File: src/rtl/segway_pkg.sv
// Shared types, default thresholds and helpers for the Segway alert conditioning logic.
package segway_pkg;

  typedef enum logic [0:0] {
    BATT_OK  = 1'b0,
    BATT_LOW = 1'b1
  } batt_st_t;

  localparam logic [11:0] BATT_THRESH_DEF  = 12'h800;
  localparam logic [11:0] BATT_HYST_DEF    = 12'h040;
  localparam logic [11:0] SPD_THRESH_DEF   = 12'd1536;
  localparam int unsigned BATT_PERSIST_DEF = 32'd8;
  localparam int unsigned FAST_HOLD_DEF    = 32'd25_000_000;

  // Magnitude of a 12-bit signed speed; -2048 has no positive twin so it clamps to 2047.
  function automatic logic [11:0] abs_sat(input logic signed [11:0] val);
    logic [11:0] mag_s;
    if (val == 12'sh800) begin
      mag_s = 12'd2047;
    end else if (val[11]) begin
      mag_s = 12'(-val);
    end else begin
      mag_s = 12'(val);
    end
    return mag_s;
  endfunction

  // Hold length in clocks; simulation builds shrink it by 1000 but never to zero.
  function automatic int unsigned hold_len(input int unsigned hold, input bit fast);
    int unsigned div_s;
    div_s = hold / 32'd1000;
    if (!fast) begin
      return hold;
    end else if (div_s == 32'd0) begin
      return 32'd1;
    end else begin
      return div_s;
    end
  endfunction

endpackage

File: src/rtl/piezo_alert_gen_persist_filt.sv
// Consecutive-strobe persistence filter: match pulses on the N-th qualifying strobe in a row.
module persist_filt
  import segway_pkg::*;
#(
  parameter int unsigned N = BATT_PERSIST_DEF
) (
  input  logic clk,
  input  logic rst_n,
  input  logic clr,
  input  logic vld,
  input  logic qual,
  output logic match
);

  localparam logic [7:0] N_M1 = 8'(N - 32'd1);

  logic [7:0] cnt_r;
  logic [7:0] cnt_nxt_s;
  logic       hit_s;

  // Strobes without qualification break the run; idle cycles leave it alone.
  always_comb begin
    hit_s = vld & qual & (cnt_r == N_M1);
    if (!vld) begin
      cnt_nxt_s = cnt_r;
    end else if (!qual || hit_s) begin
      cnt_nxt_s = 8'd0;
    end else begin
      cnt_nxt_s = cnt_r + 8'd1;
    end
  end

  // Run-length counter with synchronous clear.
  always_ff @(posedge clk or negedge rst_n) begin
    if (!rst_n) begin
      cnt_r <= 8'd0;
    end else if (clr) begin
      cnt_r <= 8'd0;
    end else begin
      cnt_r <= cnt_nxt_s;
    end
  end

  assign match = hit_s;

endmodule

File: src/rtl/piezo_alert_gen.sv
// Conditions battery, speed and steer status into stable alert requests for the piezo driver.
module piezo_alert_gen
  import segway_pkg::*;
#(
  parameter bit          fast_sim     = 1'b0,
  parameter logic [11:0] BATT_THRESH  = BATT_THRESH_DEF,
  parameter logic [11:0] BATT_HYST    = BATT_HYST_DEF,
  parameter int unsigned BATT_PERSIST = BATT_PERSIST_DEF,
  parameter logic [11:0] SPD_THRESH   = SPD_THRESH_DEF,
  parameter int unsigned FAST_HOLD    = FAST_HOLD_DEF
) (
  input  logic                clk,
  input  logic                rst_n,
  input  logic                pwr_up,
  input  logic [11:0]         batt,
  input  logic                batt_vld,
  input  logic signed [11:0]  lft_spd,
  input  logic signed [11:0]  rght_spd,
  input  logic                spd_vld,
  input  logic                steer_en_lvl,
  output logic                batt_low,
  output logic                too_fast,
  output logic                en_steer
);

  localparam int unsigned F_W      = $clog2(FAST_HOLD + 32'd1);
  localparam int unsigned HOLD_EFF = hold_len(FAST_HOLD, fast_sim);
  localparam logic [F_W-1:0] HOLD_LD = F_W'(HOLD_EFF);
  localparam logic [F_W-1:0] F_ONE   = F_W'(32'd1);
  localparam logic [F_W-1:0] F_ZERO  = F_W'(32'd0);
  // 13-bit sum so a threshold near full scale cannot wrap the recovery level.
  localparam logic [12:0] GOOD_LVL = {1'b0, BATT_THRESH} + {1'b0, BATT_HYST};

  batt_st_t       batt_st_r;
  batt_st_t       batt_st_nxt_s;
  logic           batt_low_r;
  logic           samp_low_s;
  logic           samp_good_s;
  logic           qual_s;
  logic           match_s;
  logic           clr_s;

  logic [F_W-1:0] f_cnt_r;
  logic           too_fast_r;
  logic           over_s;

  logic           steer_q_r;
  logic           en_steer_r;

  assign clr_s = ~pwr_up;

  // Sample classification and state-dependent qualification for the filter.
  always_comb begin
    samp_low_s  = (batt < BATT_THRESH);
    samp_good_s = ({1'b0, batt} >= GOOD_LVL);
    case (batt_st_r)
      BATT_OK:  qual_s = samp_low_s;
      BATT_LOW: qual_s = samp_good_s;
      default:  qual_s = 1'b0;
    endcase
  end

  persist_filt #(
    .N(BATT_PERSIST)
  ) u_batt_filt (
    .clk  (clk),
    .rst_n(rst_n),
    .clr  (clr_s),
    .vld  (batt_vld),
    .qual (qual_s),
    .match(match_s)
  );

  // Battery state flips only when the filter sees a full persistent run.
  always_comb begin
    batt_st_nxt_s = batt_st_r;
    if (match_s) begin
      case (batt_st_r)
        BATT_OK:  batt_st_nxt_s = BATT_LOW;
        BATT_LOW: batt_st_nxt_s = BATT_OK;
        default:  batt_st_nxt_s = BATT_OK;
      endcase
    end else begin
      batt_st_nxt_s = batt_st_r;
    end
  end

  // Battery state and its registered level output.
  always_ff @(posedge clk or negedge rst_n) begin
    if (!rst_n) begin
      batt_st_r  <= BATT_OK;
      batt_low_r <= 1'b0;
    end else if (!pwr_up) begin
      batt_st_r  <= BATT_OK;
      batt_low_r <= 1'b0;
    end else begin
      batt_st_r  <= batt_st_nxt_s;
      batt_low_r <= (batt_st_nxt_s == BATT_LOW);
    end
  end

  // Either wheel strictly above threshold on a valid speed sample.
  always_comb begin
    if (spd_vld) begin
      over_s = (abs_sat(lft_spd) > SPD_THRESH) | (abs_sat(rght_spd) > SPD_THRESH);
    end else begin
      over_s = 1'b0;
    end
  end

  // Retriggerable hold: too_fast drops on the clock the countdown lands on zero.
  always_ff @(posedge clk or negedge rst_n) begin
    if (!rst_n) begin
      f_cnt_r    <= F_ZERO;
      too_fast_r <= 1'b0;
    end else if (!pwr_up) begin
      f_cnt_r    <= F_ZERO;
      too_fast_r <= 1'b0;
    end else if (over_s) begin
      f_cnt_r    <= HOLD_LD;
      too_fast_r <= 1'b1;
    end else if (f_cnt_r != F_ZERO) begin
      f_cnt_r    <= f_cnt_r - F_ONE;
      too_fast_r <= (f_cnt_r != F_ONE);
    end else begin
      f_cnt_r    <= F_ZERO;
      too_fast_r <= 1'b0;
    end
  end

  // steer_q keeps tracking while powered down so power-up mid-steer stays silent.
  always_ff @(posedge clk or negedge rst_n) begin
    if (!rst_n) begin
      steer_q_r  <= 1'b0;
      en_steer_r <= 1'b0;
    end else begin
      steer_q_r  <= steer_en_lvl;
      en_steer_r <= steer_en_lvl & ~steer_q_r & pwr_up;
    end
  end

  assign batt_low = batt_low_r;
  assign too_fast = too_fast_r;
  assign en_steer = en_steer_r;

endmodule

File: config.mk
export PLATFORM = sky130hd
export DESIGN_NAME = piezo_alert_gen
export DESIGN_NICKNAME = d
export VERILOG_FILES = /design/src/rtl/segway_pkg.sv /design/src/rtl/piezo_alert_gen_persist_filt.sv /design/src/rtl/piezo_alert_gen.sv
export SDC_FILE = /design/constraint.sdc
export NUM_CORES = 1
export LEC_CHECK = 0
export BUFFER_PORTS_ARGS = -buffer_cell sky130_fd_sc_hd__buf_2
export CORE_UTILIZATION = 40
export CTS_BUF_LIST = sky130_fd_sc_hd__clkbuf_4 sky130_fd_sc_hd__clkbuf_8
export DETAILED_ROUTE_END_ITERATION = 10
export PLACE_DENSITY = 0.63
export SYNTH_ARGS = -nofsm -noshare
export SYNTH_HDL_FRONTEND = slang
export SYNTH_SLANG_ARGS = --single-unit
export TNS_END_PERCENT = 100
File: constraint.sdc
create_clock -name clk -period 3.09 [get_ports clk]
set_clock_uncertainty 0.15 [all_clocks]
set_input_delay 0 -clock clk [delete_from_list [all_inputs] [get_ports clk]]
set_output_delay 0 -clock clk [all_outputs]
set_load 0.01 [all_outputs]
==> results of run 1 <==
[path summary, 6_finish.rpt]
kind	slack, ns	startpoint	end	cells after the start
worst max-delay path	0.63	f_cnt_r[9]	f_cnt_r[19]	8
worst min-delay path	0.06	spd_vld	f_cnt_r[18]	3
worst max register to register	0.63	f_cnt_r[9]	f_cnt_r[19]	8
worst min register to register	0.35	u_batt_filt.cnt_r[7]	u_batt_filt.cnt_r[7]	1
max in group asynchronous	2.08	rst_n	f_cnt_r[24]	2
min in group asynchronous	0.19	rst_n	u_batt_filt.cnt_r[5]	2
[per-stage QoR]
| stage | area [um2] | std cells |
|---|---|---|
| 2_1_floorplan | 2565 | 290 |
| 3_3_place_gp | 2818 | 396 |
| 3_5_place_dp | 2818 | 396 |
| 4_1_cts | 2954 | 409 |
| 5_1_grt | 2954 | 409 |
| 6_report | 2954 | 409 |
[critical path: stages (launching register included)]
cell,delay [ns]
dfrtp_1,0.40
or3_1,0.45
nor4_2,0.42
nand2_1,0.23
nor2_1,0.21
nand2_1,0.07
nand2_1,0.08
buf_4,0.22
o2bb2ai_1,0.10
[state kept, by name, indices dropped and copies added (netlist names)]
signal             flops
f_cnt_r               25
u_batt_filt.cnt_r      8
batt_low               1
en_steer               1
steer_q_r              1
too_fast               1
[layer usage]
metal / global-route usage / part of all wire
met5: 0 / 0
met4: 0.05789 / 0.016
met3: 0.03111 / 0.039
met2: 0.2719 / 0.45
met1: 0.2118 / 0.50
[cells in the final DEF, fill, tap and decap left out, types with 3 or more instances in the layout]
cell,count
a21oi_1,5
a31oi_1,3
and3_1,5
buf_2,38
buf_4,5
clkbuf_8,5
dfrtp_1,37
dlygate4sd3_1,5
ha_1,5
inv_1,11
nand2_1,26
nand2b_1,8
nand3_1,8
nand3b_1,4
nand4_1,3
nor2_1,23
nor2b_1,7
nor3_1,15
nor3_2,8
nor3b_1,4
nor4_1,7
o211ai_1,3
o21ai_0,17
o2bb2ai_1,11
o31ai_1,5
or3_1,4
or4_1,6
xnor2_1,15
xor2_1,9
[power groups by stage]
stage / sequential [W] / clock [W] / combinational (W)
after floorplan: 0.000669 / 0 / 0.000487
after global placement: 0.000687 / 0 / 0.000601
after detailed placement: 0.000690 / 0 / 0.000607
after CTS: 0.000682 / 0.000345 / 0.000616
after global routing: 0.000697 / 0.000360 / 0.000692
final: 0.000680 / 0.000332 / 0.000613
[timing repair]
item,in CTS,in global routing
hold buffers,5,0
endpoints found under the hold margin,55,0
buffers inserted,0,0
[cells by family (layout without fill, tap and decap cells)]
family	Yosys count	in the layout	synth area share
adders and majority gates	5	5	0.02439
AOI/OAI and AO/OA	64	64	0.1849
xor gates and xnor gates	24	24	0.08195
buffers and inverters	23	67	0.04292
DFF	37	37	0.3610
and+or+nand+nor	137	137	0.3049
[final cells by class]
class | instances | area, um2
fillers | 584 | 3107
repair buffers | 48 | 277.8
clock inverters | 2 | 10.01
flip-flops and latches | 37 | 925.9
multi-input cells | 230 | 1529
well taps | 75 | 93.84
clock buffers | 6 | 76.32
inverters | 11 | 41.29
==> flow_summary_export.csv, run 1 <==
group,metric,value,unit
run_status,outcome,"finished clean",
cts,clkSlewWorstSetupHoldPaths,0.07,ns
placement,pre_cts_slack,0.3417,ns
cts,cts_resized,0,
pwr,pwr-share-clk,0.204,
worst_setup_path,worstPathMaxFanout,14,
cells_and_area,finish.utilization,0.4874,
routing,finalWirelength,5091,um
logic_synthesis,synthTopCellsByCount,"37 x dfrtp_1, 26 x nand2_1, 23 x nor2_1",
global_routing,grt_pass1_wl,8631,um
routing,vias,2278,
timing,max_freq,0.4065,GHz
cells_and_area,drive_above_1_share,0.1946,
placement,gp_congestion,0.8347,
pwr,power_switching,0.0006015,W
routing,drt_iter0_markers,148,
global_routing,track_usage,0.1641,
timing,fin_crit_sh,0.7961,
cts,cts_root_buffer,"clkbuf_8",
pwr,power_leakage,1.251,nW
cells_and_area,nets,380,
pwr,power_frac_comb,0.377,
logic_synthesis,ys.warnings.count,0,
logic_synthesis,synthFlopType,"dfrtp_1",
cts,cts_buffers,5,
floorplan,die_area,6736,um2
logic_synthesis,synthesis.area,2565,um2
logic_synthesis,synth.most_common_cell,"dfrtp_1",
pwr,max-vdd-ir-drop,492.0,uV
timing,rsz0062_at_grt,"false",
logic_synthesis,yosysSeqAreaShare,0.3610,
pwr,internal_power,0.001024,W
floorplan,core-area,6061,um2
pwr,finalPower,0.001625,W
logic_synthesis,synth_top_cell_by_area,"dfrtp_1",
floorplan,die_h,82.08,um
global_routing,grt_max_degree,38,
timing,setup_viol,0,
placement,place_hpwl,3657,um
worst_setup_path,critPathLaunchType,"register",
logic_synthesis,postSynthCellCount,290,
pwr,power.share.switching,0.3701,
global_routing,grt_overflow,0,
logic_synthesis,syn_nets,337,
job,drv_cap,0,
floorplan,io_pins,45,
timing,fin_crit,2.460,ns
logic_synthesis,synth_top_area_frac,0.3610,
pwr,seqPwrFrac,0.419,
cells_and_area,syn2layout_area_growth,15.17,%
logic_synthesis,synth_cell_type_count,52,
logic_synthesis,synth-edff-count,0,
cts,cts_tree,"done",
timing,worstMarginPinSlew,0.8043,ns
worst_hold_path,hp-class,"primary input to register",
timing,layout_setup_ws,0.6302,ns
timing,relSlewSlack,0.4638,
timing,holdWs,0.06097,ns
cts,clk_latency,0.29,ns
routing,drc_errors,0,
timing,finalSetupTns,0,ns
worst_setup_path,crit_type,"register to register",
cts,h-tree-depth,2,
worst_setup_path,worstSetupEndpointType,"register",
cts,cts_buffer_depth,2,
logic_synthesis,synth_async_sr_flop_share,1.000,
cells_and_area,antenna_cells,0,
cts,clock-sinks,37,
floorplan,start_util,0.4232,
floorplan,die_x,82.08,um
placement,io_buffers,38,
routing,via_per_inst,5.570,
global_routing,grt_pass1_vias,2025,
timing,drv_slew,0,
floorplan,rows,28,
worst_setup_path,arrival,2.48,ns
logic_synthesis,synth-seq-cells,37,
logic_synthesis,avgSynthCellArea,8.845,um2
logic_synthesis,ys_top_cells_by_area,"dfrtp_1 36%, xnor2_1 5.1%, nand2_1 3.8%, o2bb2ai_1 3.8%, nor2_1 3.4%",
routing,first_pass_iters,4,
global_routing,antenna_found_initial,0,
routing,detail-route-antenna-nets,0,
timing,hold_viol,0,
worst_setup_path,required,3.11,ns
pwr,powerDensity,550.2,nW/um2
routing,wl_per_cell,12.45,um
No activity file was read; power rests on OpenSTA's default activity.
==> inputs of run 2 (changes only) <==
--- a/config.mk
+++ b/config.mk
@@ -9,7 +9,7 @@
 export CORE_UTILIZATION = 40
 export CTS_BUF_LIST = sky130_fd_sc_hd__clkbuf_4 sky130_fd_sc_hd__clkbuf_8
 export DETAILED_ROUTE_END_ITERATION = 10
-export PLACE_DENSITY = 0.63
+export PLACE_DENSITY = 0.66
 export SYNTH_ARGS = -nofsm -noshare
 export SYNTH_HDL_FRONTEND = slang
 export SYNTH_SLANG_ARGS = --single-unit
==> constraint.sdc (replaced) <==
create_clock -name clk -period 2.1 [get_ports clk]
set_clock_uncertainty 0.15 [all_clocks]
set_input_delay 0 -clock clk [delete_from_list [all_inputs] [get_ports clk]]
set_output_delay 0 -clock clk [all_outputs]
set_load 0.01 [all_outputs]
==> run 2 against run 1 <==
Effect of this change: the run now ends with setup timing left; non-clock buffer count up 40; worst setup slack worse by 0.73 ns; worst hold slack worse by 0.060 ns; via count up 7.5%; utilization up 9.8 points; first-iteration DRC count down 37%; critical path type unchanged.
==> flow_summary_export.csv, run 2 (synthesis results as in run 1) <==
group,metric,value,unit
worst_setup_path,path_cells,"or3_4 -> nor4_4 -> nand2_2 -> nor2_2 -> nand2_1 -> nand2_2 -> buf_4 -> buf_6 -> o2bb2ai_1",
worst_setup_path,required,2.12,ns
routing,drt_iter0_markers,93,
worst_setup_path,cp-startpoint,"f_cnt_r[8]",
timing,worstMarginPinSlew,0.8123,ns
cts,clk_latency,0.29,ns
floorplan,die_h,82.08,um
cts,clkSlewWorstSetupHoldPaths,0.07,ns
worst_setup_path,r2r_slack,-0.1,ns
worst_setup_path,arrival,2.22,ns
pwr,power_leakage,1.506,nW
pwr,seqPwrFrac,0.350,
timing,fin_crit,2.199,ns
routing,via_per_inst,5.479,
worst_setup_path,worstPathMaxFanout,6,
timing,fin_crit_sh,1.047,
cts,cts_tree,"done",
cells_and_area,fillers,541,
pwr,powerDensity,807.8,nW/um2
pwr,max-vdd-ir-drop,455.6,uV
pwr,pwr-share-clk,0.156,
global_routing,grt_pass1_vias,2223,
worst_setup_path,critPathLaunchType,"register",
timing,layout_setup_ws,-0.09862,ns
worst_hold_path,min_from,"pwr_up",
cells_and_area,fin_area,3551,um2
cts,cts_buffers,5,
job,drv_cap,0,
cells_and_area,syn2layout_area_growth,38.44,%
worst_setup_path,crit_slowest_cell,"or3_4",
pwr,finalPower,0.002868,W
worst_setup_path,worstSetupEndpointType,"register",
placement,place_hpwl,3958,um
worst_hold_path,hp-class,"primary input to register",
global_routing,grt_pass1_wl,9618,um
worst_setup_path,crit_type,"register to register",
cells_and_area,drive_above_1_share,0.3522,
worst_setup_path,cp_common_cell,"nand2_2",
cells_and_area,reg_top3,"f_cnt_r x25, u_batt_filt.cnt_r x8",
worst_setup_path,cpPeakStageDelay,0.41,ns
global_routing,grt_max_degree,38,
worst_setup_path,crit-reg2reg-launch,"f_cnt_r[8]",
cts,cts_root_buffer,"clkbuf_8",
routing,wl_per_cell,13.37,um
cells_and_area,final_common_cell,"buf_4",
routing,drc_errors,0,
timing,rsz0062_at_grt,"true",
timing,max_freq,0.4548,GHz
floorplan,core-area,6061,um2
cts,h-tree-depth,2,
cells_and_area,largest_reg_flops,25,
cells_and_area,regMostFlops,"f_cnt_r",
global_routing,track_usage,0.1838,
floorplan,rows,28,
pwr,power.share.switching,0.3774,
placement,place_area,3176,um2
run_status,violations,"setup timing",
cts,cts_buffer_depth,2,
cells_and_area,layout_common_cells,"39 x buf_4, 37 x dfrtp_1, 36 x buf_2",
routing,finalWirelength,5976,um
floorplan,io_pins,45,
timing,hold_viol,0,
run_status,outcome,"finished, violations left",
timing,drv_slew,0,
timing,relSlewSlack,0.4585,
global_routing,grt_overflow,0,
pwr,power_frac_comb,0.494,
cells_and_area,antenna_cells,0,
floorplan,die_area,6736,um2
floorplan,die_x,82.08,um
cts,clock-sinks,37,
floorplan,start_util,0.4232,
timing,setup_viol,17,
pwr,internal_power,0.001786,W
placement,io_buffers,38,
placement,gp_congestion,0.8627,
routing,first_pass_iters,4,
routing,vias,2449,
routing,detail-route-antenna-nets,0,
cells_and_area,nets,420,
pwr,power_switching,0.001082,W
global_routing,antenna_found_initial,0,
timing,finalSetupTns,-1.234,ns
[run 2: cell types whose count changed in the layout (fill, tap and decap cells not counted), moves of 3 or more]
cell       before  now
buf_4           5   39
nor3_4          0    5
nor3_1         15   10
o2bb2ai_2       0    7
buf_6           0    3
o2bb2ai_1      11    4
[run 2: layout make-up]
type / instances / area (um2) / share of cell area
multi-input combinational: 230 / 1732 / 0.4877
sequential: 37 / 925.9 / 0.2607
timing repair buffer: 88 / 669.4 / 0.1885
tap: 75 / 93.84 / 0.02643
clock buffer: 5 / 68.82 / 0.01938
inverter: 11 / 56.30 / 0.01586
clock inverter: 1 / 5.005 / 0.001409
[run 2: metrics by stage]
step	hold slack, ns	std cells	utilization	setup WS [ns]
6_report	0.0004892	447	0.5859	-0.09862
5_1_grt	0.02075	447	0.5859	-0.2115
4_1_cts	0.01011	446	0.5586	-0.05821
3_5_place_dp	-0.02009	431	0.5239	-0.4926
3_3_place_gp	-0.02450	431	0.5239	-0.4133
2_1_floorplan	-0.4456	290	-	-0.08370
[run 2: layer usage]
metal  vias up  GRT usage  routed length, um
li1       1236          -                  -
met1      1142     0.2330               2663
met2        62     0.3149               2995
met3         9    0.03222                233
met4         0    0.05789                 84
met5         -          0                  0
[run 2: power groups by stage]
stage,Clock [W],Combinational [W],Sequential [W]
floorplan,0,0.000804,0.000988
detailed placement,0,0.00117,0.000997
global route,0.000490,0.00155,0.00102
finish,0.000449,0.00142,0.00100
global placement,0,0.00117,0.000994
CTS,0.000461,0.00127,0.000993
[run 2: final timing paths]
check / endpoint / cells past startpoint
max in group asynchronous: f_cnt_r[18] / 2
max: f_cnt_r[22] / 9
min: u_batt_filt.cnt_r[4] / 3
min in group asynchronous: batt_low / 2
max reg2reg: f_cnt_r[22] / 9
min reg2reg: u_batt_filt.cnt_r[7] / 1
[run 2: critical path, delay by kind of cell, from the launching register on]
family	cells	cell delay, ns
DFF	1	0.38
and+or+nand+nor	6	1.21
buffers and inverters	2	0.26
AOI/OAI and AO/OA	1	0.07
[run 2: timing repair]
action                                  4_1_cts  5_1_grt
buffers inserted                              4        0
endpoints found under the hold margin        43        0
gates resized for setup                       8       29
hold buffers                                  4        0
endpoints found under the setup margin       26       27
cloned                                        1        1
pin swaps                                     3       13
